===== config.mk =====
export PLATFORM = sky130hd
export DESIGN_NAME = flash_ctrl
export DESIGN_NICKNAME = d
export VERILOG_FILES = /design/src/rtl/flash_ctrl.sv
export SDC_FILE = /design/constraint.sdc
export NUM_CORES = 1
export LEC_CHECK = 0
export CAP_MARGIN = 20
export CORE_MARGIN = 2
export CORE_UTILIZATION = 38
export CTS_BUF_LIST = sky130_fd_sc_hd__clkbuf_4
export DETAILED_ROUTE_END_ITERATION = 12
export PLACE_DENSITY = 0.75
export RECOVER_POWER = 100
export SETUP_SLACK_MARGIN = 0.05
export SLEW_MARGIN = 20
export SYNTH_ARGS = -nofsm -noshare
export SYNTH_HDL_FRONTEND = slang
export SYNTH_SLANG_ARGS = --single-unit

===== constraint.sdc =====
create_clock -name clk -period 3.02 [get_ports clk]
set_input_delay 0.453 -clock clk [delete_from_list [all_inputs] [get_ports clk]]
set_output_delay 0.453 -clock clk [all_outputs]
set_load 0.01 [all_outputs]

===== src/rtl/flash_ctrl.sv =====
// flash_ctrl: single-beat request/response initiator for a parallel flash device.
// Writes become a WR_CYCLES-long cs_n/we_n pulse; reads assert cs_n/oe_n and wait
// for a qualified ready, with a TIMEOUT-cycle error path.
// Optional feature macro: FLASH_CTRL_WRITE_VERIFY_EN -- every write is followed by a
// readback of the same address; the response carries the readback and flags a mismatch.
//
// Handshakes: a request transfers on a rising edge where req_valid && req_ready; a
// response transfers on a rising edge where rsp_valid && rsp_ready. rsp_valid and its
// payload stay stable until that transfer, and req_ready is high only in IDLE.
module flash_ctrl #(
  parameter int ADDR_W    = 24,
  parameter int DATA_W    = 32,
  parameter int WR_CYCLES = 1,
  parameter int TIMEOUT   = 15
) (
  input  logic              clk,
  input  logic              rst_n,
  input  logic              req_valid,
  output logic              req_ready,
  input  logic              req_we,
  input  logic [ADDR_W-1:0] req_addr,
  input  logic [DATA_W-1:0] req_wdata,
  output logic              rsp_valid,
  input  logic              rsp_ready,
  output logic [DATA_W-1:0] rsp_rdata,
  output logic              rsp_err,
  output logic              cs_n,
  output logic              we_n,
  output logic              oe_n,
  output logic [ADDR_W-1:0] addr,
  output logic [DATA_W-1:0] wdata,
  input  logic [DATA_W-1:0] rdata,
  input  logic              ready
);

  localparam int WC_W = (WR_CYCLES > 1) ? $clog2(WR_CYCLES) : 1;
  localparam int TW   = $clog2(TIMEOUT);

  typedef enum logic [2:0] {
    S_IDLE,
    S_WRITE,
    S_READ,
`ifdef FLASH_CTRL_WRITE_VERIFY_EN
    S_VGAP,
`endif
    S_RESP
  } state_t;

  // state_q is the FSM state, visible hierarchically for checkers
  state_t state_q, state_d;

  logic [WC_W-1:0]   wr_cnt_q, wr_cnt_d;
  logic [TW-1:0]     wait_cnt_q, wait_cnt_d;
  logic              cs_n_d, we_n_d, oe_n_d, rsp_valid_d, rsp_err_d;
  logic [ADDR_W-1:0] addr_d;
  logic [DATA_W-1:0] wdata_d, rsp_rdata_d;

  logic accept, wr_done, rd_hit, rd_to;

  assign req_ready = (state_q == S_IDLE);
  assign accept    = req_valid && req_ready;
  assign wr_done   = (state_q == S_WRITE) && (wr_cnt_q == WC_W'(WR_CYCLES - 1));
  // wait_cnt==0 is the first READ cycle: a ready seen then belongs to an earlier access
  assign rd_hit    = (state_q == S_READ) && (wait_cnt_q != '0) && ready;
  assign rd_to     = (state_q == S_READ) && !rd_hit && (wait_cnt_q == TW'(TIMEOUT - 1));

`ifdef FLASH_CTRL_WRITE_VERIFY_EN
  // Marks that the current READ is the readback of a write
  logic verify_q;
  always_ff @(posedge clk or negedge rst_n) begin
    if (!rst_n)                           verify_q <= 1'b0;
    else if (accept)                      verify_q <= 1'b0;
    else if (state_q == S_VGAP)           verify_q <= 1'b1;
  end
`endif

  // State register
  always_ff @(posedge clk or negedge rst_n) begin
    if (!rst_n) state_q <= S_IDLE;
    else        state_q <= state_d;
  end

  // Next-state logic
  always_comb begin
    state_d = state_q;
    case (state_q)
      S_IDLE:  if (accept) state_d = req_we ? S_WRITE : S_READ;
`ifdef FLASH_CTRL_WRITE_VERIFY_EN
      S_WRITE: if (wr_done) state_d = S_VGAP;
      S_VGAP:  state_d = S_READ;
`else
      S_WRITE: if (wr_done) state_d = S_RESP;
`endif
      S_READ:  if (rd_hit || rd_to) state_d = S_RESP;
      S_RESP:  if (rsp_ready) state_d = S_IDLE;
      default: state_d = S_IDLE;
    endcase
  end

  // Next values of the registered flash-side and response outputs
  always_comb begin
    cs_n_d      = cs_n;
    we_n_d      = we_n;
    oe_n_d      = oe_n;
    addr_d      = addr;
    wdata_d     = wdata;
    rsp_valid_d = rsp_valid;
    rsp_rdata_d = rsp_rdata;
    rsp_err_d   = rsp_err;
    wr_cnt_d    = wr_cnt_q;
    wait_cnt_d  = wait_cnt_q;
    case (state_q)
      S_IDLE: begin
        if (accept) begin
          addr_d  = req_addr;
          wdata_d = req_wdata;
          cs_n_d  = 1'b0;
          if (req_we) begin
            we_n_d   = 1'b0;
            wr_cnt_d = '0;
          end else begin
            oe_n_d     = 1'b0;
            wait_cnt_d = '0;
          end
        end
      end
      S_WRITE: begin
        if (wr_done) begin
          cs_n_d = 1'b1;
          we_n_d = 1'b1;
`ifndef FLASH_CTRL_WRITE_VERIFY_EN
          rsp_valid_d = 1'b1;
          rsp_err_d   = 1'b0;
          rsp_rdata_d = '0;
`endif
        end else begin
          wr_cnt_d = wr_cnt_q + 1'b1;
        end
      end
`ifdef FLASH_CTRL_WRITE_VERIFY_EN
      // One idle strobe cycle between the write pulse and the readback
      S_VGAP: begin
        cs_n_d     = 1'b0;
        oe_n_d     = 1'b0;
        wait_cnt_d = '0;
      end
`endif
      S_READ: begin
        if (wait_cnt_q != TW'(TIMEOUT - 1)) wait_cnt_d = wait_cnt_q + 1'b1;
        if (rd_hit) begin
          rsp_rdata_d = rdata;
`ifdef FLASH_CTRL_WRITE_VERIFY_EN
          rsp_err_d   = verify_q && (rdata != wdata);
`else
          rsp_err_d   = 1'b0;
`endif
          rsp_valid_d = 1'b1;
          cs_n_d      = 1'b1;
          oe_n_d      = 1'b1;
        end else if (rd_to) begin
          rsp_rdata_d = '0;
          rsp_err_d   = 1'b1;
          rsp_valid_d = 1'b1;
          cs_n_d      = 1'b1;
          oe_n_d      = 1'b1;
        end
      end
      S_RESP: begin
        if (rsp_ready) rsp_valid_d = 1'b0;
      end
      default: ;
    endcase
  end

  // Output and counter registers
  always_ff @(posedge clk or negedge rst_n) begin
    if (!rst_n) begin
      cs_n       <= 1'b1;
      we_n       <= 1'b1;
      oe_n       <= 1'b1;
      addr       <= '0;
      wdata      <= '0;
      rsp_valid  <= 1'b0;
      rsp_rdata  <= '0;
      rsp_err    <= 1'b0;
      wr_cnt_q   <= '0;
      wait_cnt_q <= '0;
    end else begin
      cs_n       <= cs_n_d;
      we_n       <= we_n_d;
      oe_n       <= oe_n_d;
      addr       <= addr_d;
      wdata      <= wdata_d;
      rsp_valid  <= rsp_valid_d;
      rsp_rdata  <= rsp_rdata_d;
      rsp_err    <= rsp_err_d;
      wr_cnt_q   <= wr_cnt_d;
      wait_cnt_q <= wait_cnt_d;
    end
  end

endmodule


==> results of run 1 <==
==> registers in the layout, indices dropped and copies added (netlist names) <==
name / flops
rsp_valid: 1
wdata: 32
addr: 24
rsp_rdata: 32
rsp_err: 1
wr_cnt_q: 1
we_n: 1
state_q: 2
cs_n: 1
oe_n: 1
wait_cnt_q: 4
==> cells in the mapped netlist, drive strengths merged (2+ instances only) <==
library cell,instances
a22o,32
o21ai,3
mux2,60
nand2b,2
a21oi,11
buf,14
ha,8
dfstp,3
nand2,8
nor2,5
dfrtp,97
nand3,2
inv,10
mux2i,4
==> worst paths after layout <==
kind | start | slack (ns) | cells after the start | to
max | state_q[1] | 0.50 | 3 | req_ready
min | rsp_rdata[26] | 0.51 | 1 | rsp_rdata[26]
max reg2reg | state_q[1] | 0.52 | 5 | addr[6]
min reg2reg | rsp_rdata[26] | 0.51 | 1 | rsp_rdata[26]
max in group asynchronous | rst_n | 0.86 | 1 | addr[7]
min in group asynchronous | rst_n | 0.76 | 1 | rsp_err
==> cells in the final DEF, fill, tap and decap left out, types with 2 or more instances in the layout <==
cell	n
dlygate4sd3_1	94
o21ai_0	3
dfstp_2	3
mux2_1	3
dfrtp_1	97
a21oi_1	11
ha_1	8
clkbuf_4	9
clkdlybuf4s50_1	92
mux2_2	57
mux2i_1	4
bufinv_16	3
inv_1	10
buf_12	2
nor2_1	5
nand2_1	8
a22o_1	32
nand3_1	2
==> layout make-up <==
cell class | instances | area share
repair buffers | 189 | 0.309
clock buffers | 9 | 0.0110
multi-input cells | 150 | 0.224
inverters | 10 | 0.00609
clock inverters | 5 | 0.0166
well taps | 136 | 0.0276
flip-flops and latches | 100 | 0.406
==> kinds of logic after synthesis <==
| logic type | Yosys count | share of synthesized area |
|---|---|---|
| buffers and inverters | 24 | 0.0313 |
| and+or+nand+nor | 24 | 0.0335 |
| AOI/OAI and AO/OA | 54 | 0.110 |
| adders and majority gates | 8 | 0.0248 |
| muxes | 64 | 0.179 |
| DFF | 100 | 0.621 |
==> through the flow <==
| stage | instances | total power, mW | instance area [um^2] | hold slack [ns] |
|---|---|---|---|---|
| after floorplan | 274 | 3.77 | 4040 | 0.157 |
| after global placement | 585 | 5.20 | 6030 | 0.476 |
| after global routing | 599 | 6.12 | 6170 | 0.530 |
| after CTS | 599 | 6.13 | 6200 | 0.00188 |
| final | 599 | 5.74 | 6170 | 0.511 |
| after detailed placement | 585 | 5.29 | 6030 | 0.484 |
==> power groups by stage <==
stage | registers (mW) | logic, mW | clock network [mW]
after floorplan | 2.53 | 1.24 | 0
after global placement | 2.27 | 2.93 | 0
after detailed placement | 2.29 | 3.00 | 0
after CTS | 2.27 | 3.00 | 0.849
after global routing | 2.32 | 2.90 | 0.908
final | 2.24 | 2.69 | 0.817
==> layer usage <==
layer,track usage,up-vias
met3,0.0462,5
li1,-,1363
met1,0.221,1431
met5,0,-
met2,0.277,114
met4,0.0529,0
==> worst max-delay path, cell delays in order (launching register included) <==
cell,delay (ns)
dfrtp_1,0.46
inv_1,0.10
ha_1,0.41
dlygate4sd3_1,0.67
==> flow_summary.json, run 1 <==
{
  "netlist_instances": 274,
  "ctsHoldBuffers": 0,
  "slew_violations": 46,
  "drt-met1-wl_um": 4250,
  "worst_slew_pin_slew_ns": 2.45,
  "relSlewSlack": -0.631,
  "synth_top_area_frac": 0.601,
  "clk_path_buf_depth": 2,
  "grt.overflow.total": 0,
  "finalSetupViolations": 0,
  "ys.flop_type": "dfrtp_1",
  "cts_tree": "built",
  "leakage_nw": 2.77,
  "grt_use_total": 0.170,
  "ir_drop_uv": 452,
  "wl_per_cell_um": 16.3,
  "rsz0062_at_grt": "no",
  "wirelength_um": 9750,
  "grt_antenna_before_repair": 0,
  "start_util": 0.391,
  "grt_pass1_vias": 3031,
  "num_vias": 2913,
  "syn-cell-area_um2": 4040,
  "max-cap-violations": 1,
  "synth-seq-cells": 100,
  "drc": 0,
  "start_kind": "flop",
  "fmax_mhz": 397,
  "drt_pre_antenna_iters": 4,
  "fin_util": 0.598,
  "regArea_um2": 2510,
  "hold_violations": 0,
  "cts.sinks": 100,
  "met2_length_um": 4710,
  "ctsResizeCount": 0,
  "dieArea_um2": 11500,
  "areaGrowthSynthToFinish_pct": 52.8,
  "viasPerCell": 4.86,
  "cts-root-buf": "clkbuf_4",
  "setup_ws_ns": 0.500,
  "io_pins": 188,
  "yosys.area.top_type": "dfrtp_1",
  "clkSlewWorstSetupHoldPaths_ns": 0.14,
  "final.min_clock_period_ns": 2.52,
  "rows": 37,
  "skew_ns": 0.0188,
  "drt_iter0_drc": 129,
  "n_antenna_cell": 0,
  "grt_pass1_wl_um": 15200,
  "endpoint_kind": "output port",
  "synthArstFlopShare": 1.00,
  "pre_cts_slack_ns": 0.590,
  "yosys_warnings": 0,
  "arrival_ns": 2.07,
  "power.density_nw_per_um2": 931,
  "highest_layer": "met4",
  "setup-tns-final_ns": 0,
  "finalCritPeriodShare": 0.834,
  "synthesis.nets": 376,
  "p_seq_frac": 0.390,
  "outcome": "finished with violations",
  "synth_edf_count": 0,
  "multi_input_area_um2": 1380,
  "final.fill_count": 826,
  "seq_area_frac_synth": 0.621,
  "cts_setup_buffers": 0,
  "port_buffers": 187,
  "nNetsFinal": 562,
  "p_comb_frac": 0.468,
  "synthDistinctLibCells": 32,
  "wl_met3_um": 736,
  "htree_num_levels": 3,
  "hold_path.class": "flop to flop",
  "synth_area_leaders": "dfrtp_1, mux2_2, a22o_1, ha_1, dfstp_2",
  "dp_hpwl_um": 7250,
  "synth.avg_cell_area_um2": 14.7,
  "p_sw_mw": 1.87,
  "grt_max_degree": 56,
  "globalplace.congestion": 0.764,
  "violations": "capacitance limit, slew limit",
  "worst-setup-path-type": "flop to output port",
  "clkPwrFrac": 0.142,
  "insertion_delay_ns": 0.42,
  "coreArea_um2": 10300,
  "swShare": 0.326,
  "required_ns": 2.57,
  "final_layout_size_suffix_gt1_frac": 0.177,
  "die_w_um": 107,
  "crit_fanout": 12,
  "postRouteAntennaNets": 0,
  "p_int_mw": 3.87,
  "numCtsBuffers": 9,
  "die_h_um": 107
}
(Power assumes the default switching activity.)
==> run 2, diff against run 1 <==
Settings changed: PLACE_DENSITY 0.75 to 0.78.
Clock period 3.02 ns to 2.29 ns, I/O delays scaled along.
==> run 2 against run 1 <==
The flow still finishes with violations (capacitance limit, slew limit). Critical path type is now flop to flop. Flip-flop and latch count is the same. Worst hold slack improved by 0.0016 ns. Final cell count up 2.2%. Count of clock-buffer cells in the layout is 3 higher. Global-route usage up 0.74 points. Clock skew hardly changed. Highest routed layer unchanged. Sequential power grew 32%. Via count grew 3.7%. Combinational power increased by 39%. Clock power up 13%. Critical path depth up 3. Die area stayed put.
==> flow_summary.json, run 2 (same netlist as run 1, synthesis figures left out) <==
{
  "final.fill_count": 828,
  "worst-setup-path-type": "flop to flop",
  "cts.sinks": 100,
  "met2_usage": 0.312,
  "regArea_um2": 2510,
  "start_kind": "flop",
  "reg2reg_slack_ns": 0.19,
  "hp-start": "rsp_rdata[12]",
  "numCtsBuffers": 9,
  "postRouteAntennaNets": 0,
  "top_regs": "rsp_rdata (32), wdata (32), addr (24)",
  "outcome": "finished with violations",
  "whs_ns": 0.512,
  "cts_tree": "built",
  "cp-endpoint": "rsp_rdata[29]",
  "worstSetupStartpoint": "state_q[1]",
  "fmax_mhz": 476,
  "busiest_layer": "met2",
  "clkSlewWorstSetupHoldPaths_ns": 0.13,
  "port_buffers": 187,
  "insertion_delay_ns": 0.42,
  "hold_violations": 0,
  "finalSetupViolations": 0,
  "die_h_um": 107,
  "relSlewSlack": -0.0186,
  "start_util": 0.391,
  "power_mw": 7.61,
  "drt_iter0_drc": 117,
  "grt_pass1_vias": 3172,
  "multi_input_area_um2": 1430,
  "layout_common_cells": "dfrtp_1, clkdlybuf4s50_1, dlygate4sd3_1",
  "rows": 37,
  "n_antenna_cell": 0,
  "htree_num_levels": 3,
  "endpoint_kind": "flop",
  "coreArea_um2": 10300,
  "worst_slew_pin_slew_ns": 1.53,
  "r2r_end": "rsp_rdata[29]",
  "slew_violations": 30,
  "arrival_ns": 2.40,
  "finalCritPeriodShare": 0.917,
  "io_pins": 188,
  "final.min_clock_period_ns": 2.10,
  "dieArea_um2": 11500,
  "drt_pre_antenna_iters": 4,
  "wirelength_um": 10200,
  "violations": "capacitance limit, slew limit",
  "final_layout_size_suffix_gt1_frac": 0.195,
  "globalplace.congestion": 0.797,
  "crit_fanout": 28,
  "grt_use_total": 0.177,
  "setup_ws_ns": 0.191,
  "setup-tns-final_ns": 0,
  "skew_ns": 0.0191,
  "clk_path_buf_depth": 2,
  "grt_pass1_wl_um": 15800,
  "drc": 0,
  "viasPerCell": 4.93,
  "pre_cts_slack_ns": 0.165,
  "max-cap-violations": 1,
  "fin_util": 0.604,
  "hold_path.class": "flop to flop",
  "final_common_cell": "dfrtp_1",
  "ff2ff_path_depth": 6,
  "rsz0062_at_grt": "no",
  "cts-root-buf": "clkbuf_4",
  "grt_use_met1": 0.206,
  "num_vias": 3020,
  "wl_per_cell_um": 16.6,
  "grt_max_degree": 47,
  "nNetsFinal": 573,
  "grt.overflow.total": 0,
  "die_w_um": 107,
  "worstHoldPathCells": 1,
  "required_ns": 2.59,
  "power.density_nw_per_um2": 1220,
  "timing.rr.start": "state_q[1]",
  "use_met3": 0.0559,
  "ir_drop_uv": 561,
  "dp_hpwl_um": 7500,
  "leakage_nw": 2.80,
  "grt_antenna_before_repair": 0,
  "areaGrowthSynthToFinish_pct": 54.5
}
==> run 2: per-stage QoR <==
step	std cells	cell area (um^2)
5_1_grt	612	6240
4_1_cts	607	6230
3_3_place_gp	590	6070
3_5_place_dp	590	6070
6_report	612	6240
2_1_floorplan	274	4040
==> run 2: worst min path at each step <==
stage / to / slack [ns]
after floorplan: addr[0] / 0.05
after global placement: wdata[4] / 0.28
after detailed placement: wdata[0] / 0.29
after CTS: addr[2] / 0.35
after global routing: rsp_rdata[22] / 0.47
final: rsp_rdata[12] / 0.51
==> run 2: area by class of cell <==
type                    count  share of cell area
well taps                 136              0.0273
clock inverters             4             0.00843
repair buffers            199               0.313
multi-input cells         151               0.229
clock buffers              12              0.0144
flip-flops and latches    100               0.402
inverters                  10             0.00602
==> run 2: timing repair <==
| action | in CTS | in global routing |
|---|---|---|
| hold endpoints to repair | 26 | 0 |
| hold buffers | 1 | 0 |
| gates resized for setup | 2 | 2 |
| pin swaps | 0 | 2 |
| setup endpoints to repair | 1 | 23 |
| gates cloned | 0 | 1 |
| setup buffers | 0 | 4 |
==> run 2: routing by layer <==
layer | share of wire | vias to the layer above
met4 | 0.013 | 0
li1 | - | 1387
met5 | 0 | -
met2 | 0.51 | 127
met1 | 0.39 | 1495
met3 | 0.084 | 11
==> run 2: power breakdown <==
group          leakage (nW)  switching [mW]  internal [mW]
sequential             1.25           0.399           2.55
clock                0.0698           0.553          0.371
combinational          1.48            1.62           2.12
==> run 2: worst max-delay path, cell delays in order (launching register included) <==
cell and delay (ns):
dfrtp_1 0.45, inv_1 0.14, ha_2 0.31, nand2_1 0.21, o2111a_1 0.28, clkbuf_4 0.31, a22o_1 0.29
==> run 3, diff against run 2 <==
Settings changed: RECOVER_POWER 100 to not set.
==> run 3 against run 2 <==
The flow now finishes without violations. Wire length grew 0.12%. Flip-flop and latch count is the same. Largest power group unchanged. Critical path type is now flop to output port. Register-to-register slack gained 0.06 ns. First-iteration DRC count decreased by 20%. Worst hold slack worse by 0.14 ns.
==> flow_summary.json, run 3 (same netlist as run 1, synthesis figures left out) <==
{
  "outcome": "finished, final reports clean",
  "start_util": 0.391,
  "grt_pass1_vias": 3172,
  "htree_num_levels": 3,
  "regArea_um2": 2510,
  "postRouteAntennaNets": 0,
  "ir_drop_uv": 602,
  "grt_antenna_before_repair": 0,
  "coreArea_um2": 10300,
  "setup-tns-final_ns": 0,
  "port_buffers": 187,
  "die_w_um": 107,
  "drt_iter0_drc": 94,
  "grt.overflow.total": 0,
  "io_pins": 188,
  "slew_violations": 0,
  "num_vias": 3028,
  "max-cap-violations": 0,
  "dieArea_um2": 11500,
  "n_antenna_cell": 0,
  "finalCritPeriodShare": 0.905,
  "worst-setup-path-type": "flop to output port",
  "cts-root-buf": "clkbuf_4",
  "clkSlewWorstSetupHoldPaths_ns": 0.15,
  "relSlewSlack": 0.422,
  "grt_max_degree": 47,
  "hold_path.class": "input pin to async pin",
  "grt_use_total": 0.177,
  "areaGrowthSynthToFinish_pct": 55.6,
  "ff2ff_path_depth": 5,
  "endpoint_kind": "output port",
  "final_layout_size_suffix_gt1_frac": 0.212,
  "p_int_mw": 5.39,
  "skew_ns": 0.0190,
  "rows": 37,
  "globalplace.congestion": 0.797,
  "rsz0062_at_grt": "no",
  "numCtsBuffers": 9,
  "arrival_ns": 1.73,
  "viasPerCell": 4.95,
  "finalSetupViolations": 0,
  "hold_violations": 0,
  "drt_pre_antenna_iters": 4,
  "leakage_nw": 2.69,
  "layout_common_cells": "clkdlybuf4s50_1, dfrtp_1, mux2_2",
  "final_common_cell": "clkdlybuf4s50_1",
  "clk_path_buf_depth": 2,
  "drc": 0,
  "worst_slew_pin_slew_ns": 0.867,
  "power.density_nw_per_um2": 1270,
  "path_cells": "inv_1, ha_4, clkdlybuf4s50_1",
  "start_kind": "flop",
  "top_regs": "rsp_rdata (32), wdata (32), addr (24)",
  "clkPwrFrac": 0.115,
  "p_comb_frac": 0.511,
  "final.fill_count": 818,
  "wirelength_um": 10200,
  "final.min_clock_period_ns": 2.07,
  "critPathSlowestCell": "clkdlybuf4s50_1",
  "wl_per_cell_um": 16.6,
  "cp_slowest_stage_delay_ns": 0.54,
  "die_h_um": 107,
  "nNetsFinal": 573,
  "cts.sinks": 100,
  "crit_fanout": 7,
  "cts_tree": "built",
  "multi_input_area_um2": 1440,
  "swShare": 0.327,
  "p_sw_mw": 2.61,
  "insertion_delay_ns": 0.42,
  "grt_pass1_wl_um": 15800,
  "dp_hpwl_um": 7500,
  "required_ns": 1.95,
  "fin_util": 0.608,
  "p_seq_frac": 0.373,
  "fmax_mhz": 483
}
## run 3: cell count changes in the layout (fill, tap and decap cells not counted), sizes merged
cell and change:
clkdlybuf4s50 +92, dlygate4sd3 -92, buf +6, clkbuf -6
## run 3: layer usage
layer,up-vias,part of all wire,track usage
met1,1499,0.39,0.206
li1,1386,-,-
met2,132,0.51,0.312
met4,0,0.013,0.0510
met3,11,0.090,0.0559
met5,-,0,0
## run 3: metrics by stage
step | hold WS [ns] | setup WS, ns | power, mW | cells | cell area (um^2)
4_1_cts | 0.351 | 0.114 | 7.98 | 607 | 6230
2_1_floorplan | 0.0479 | 0.475 | 4.97 | 274 | 4040
5_1_grt | 0.350 | 0.101 | 8.53 | 612 | 6280
3_5_place_dp | 0.288 | 0.165 | 7.01 | 590 | 6070
3_3_place_gp | 0.285 | 0.221 | 6.88 | 590 | 6070
6_report | 0.376 | 0.218 | 8.01 | 612 | 6280
## run 3: power groups by stage
stage | Clock (mW) | Sequential [mW] | Combinational (mW)
after floorplan | 0 | 3.34 | 1.64
after global placement | 0 | 3.00 | 3.89
after detailed placement | 0 | 3.02 | 3.99
after CTS | 0.963 | 2.99 | 4.03
after global routing | 1.04 | 3.10 | 4.39
final | 0.925 | 2.99 | 4.09
## run 3: worst max-delay path, delay by kind of cell (launching register included)
family                   cells  cell delay (ns)
flip-flops                   1             0.45
adder cells (fa/ha/maj)      1             0.19
buffers and inverters        2             0.69
## run 3: worst paths after layout
kind | endpoint | start | slack [ns]
min reg2reg | rsp_rdata[23] | rsp_rdata[23] | 0.52
min in group clk | rsp_rdata[23] | rsp_rdata[23] | 0.52
min | wdata[0] | rst_n | 0.38
max in group asynchronous | cs_n | rst_n | 1.30
max reg2reg | rsp_rdata[7] | state_q[0] | 0.25
max | req_ready | state_q[1] | 0.22
## run 3: repair_timing
item | in CTS | in global routing
gates cloned | 0 | 1
resized for setup | 2 | 2
buffers inserted | 0 | 4
pin swaps | 0 | 2
endpoints found under the hold margin | 26 | 0
endpoints found under the setup margin | 1 | 23
hold buffers | 1 | 0
## run 3: layout make-up
cell class | count | area share
Clock buffer | 12 | 0.0143
Clock inverter | 4 | 0.00837
Inverter | 10 | 0.00598
Multi-Input combinational cell | 151 | 0.229
Sequential cell | 100 | 0.399
Tap cell | 136 | 0.0271
Timing Repair Buffer | 199 | 0.316
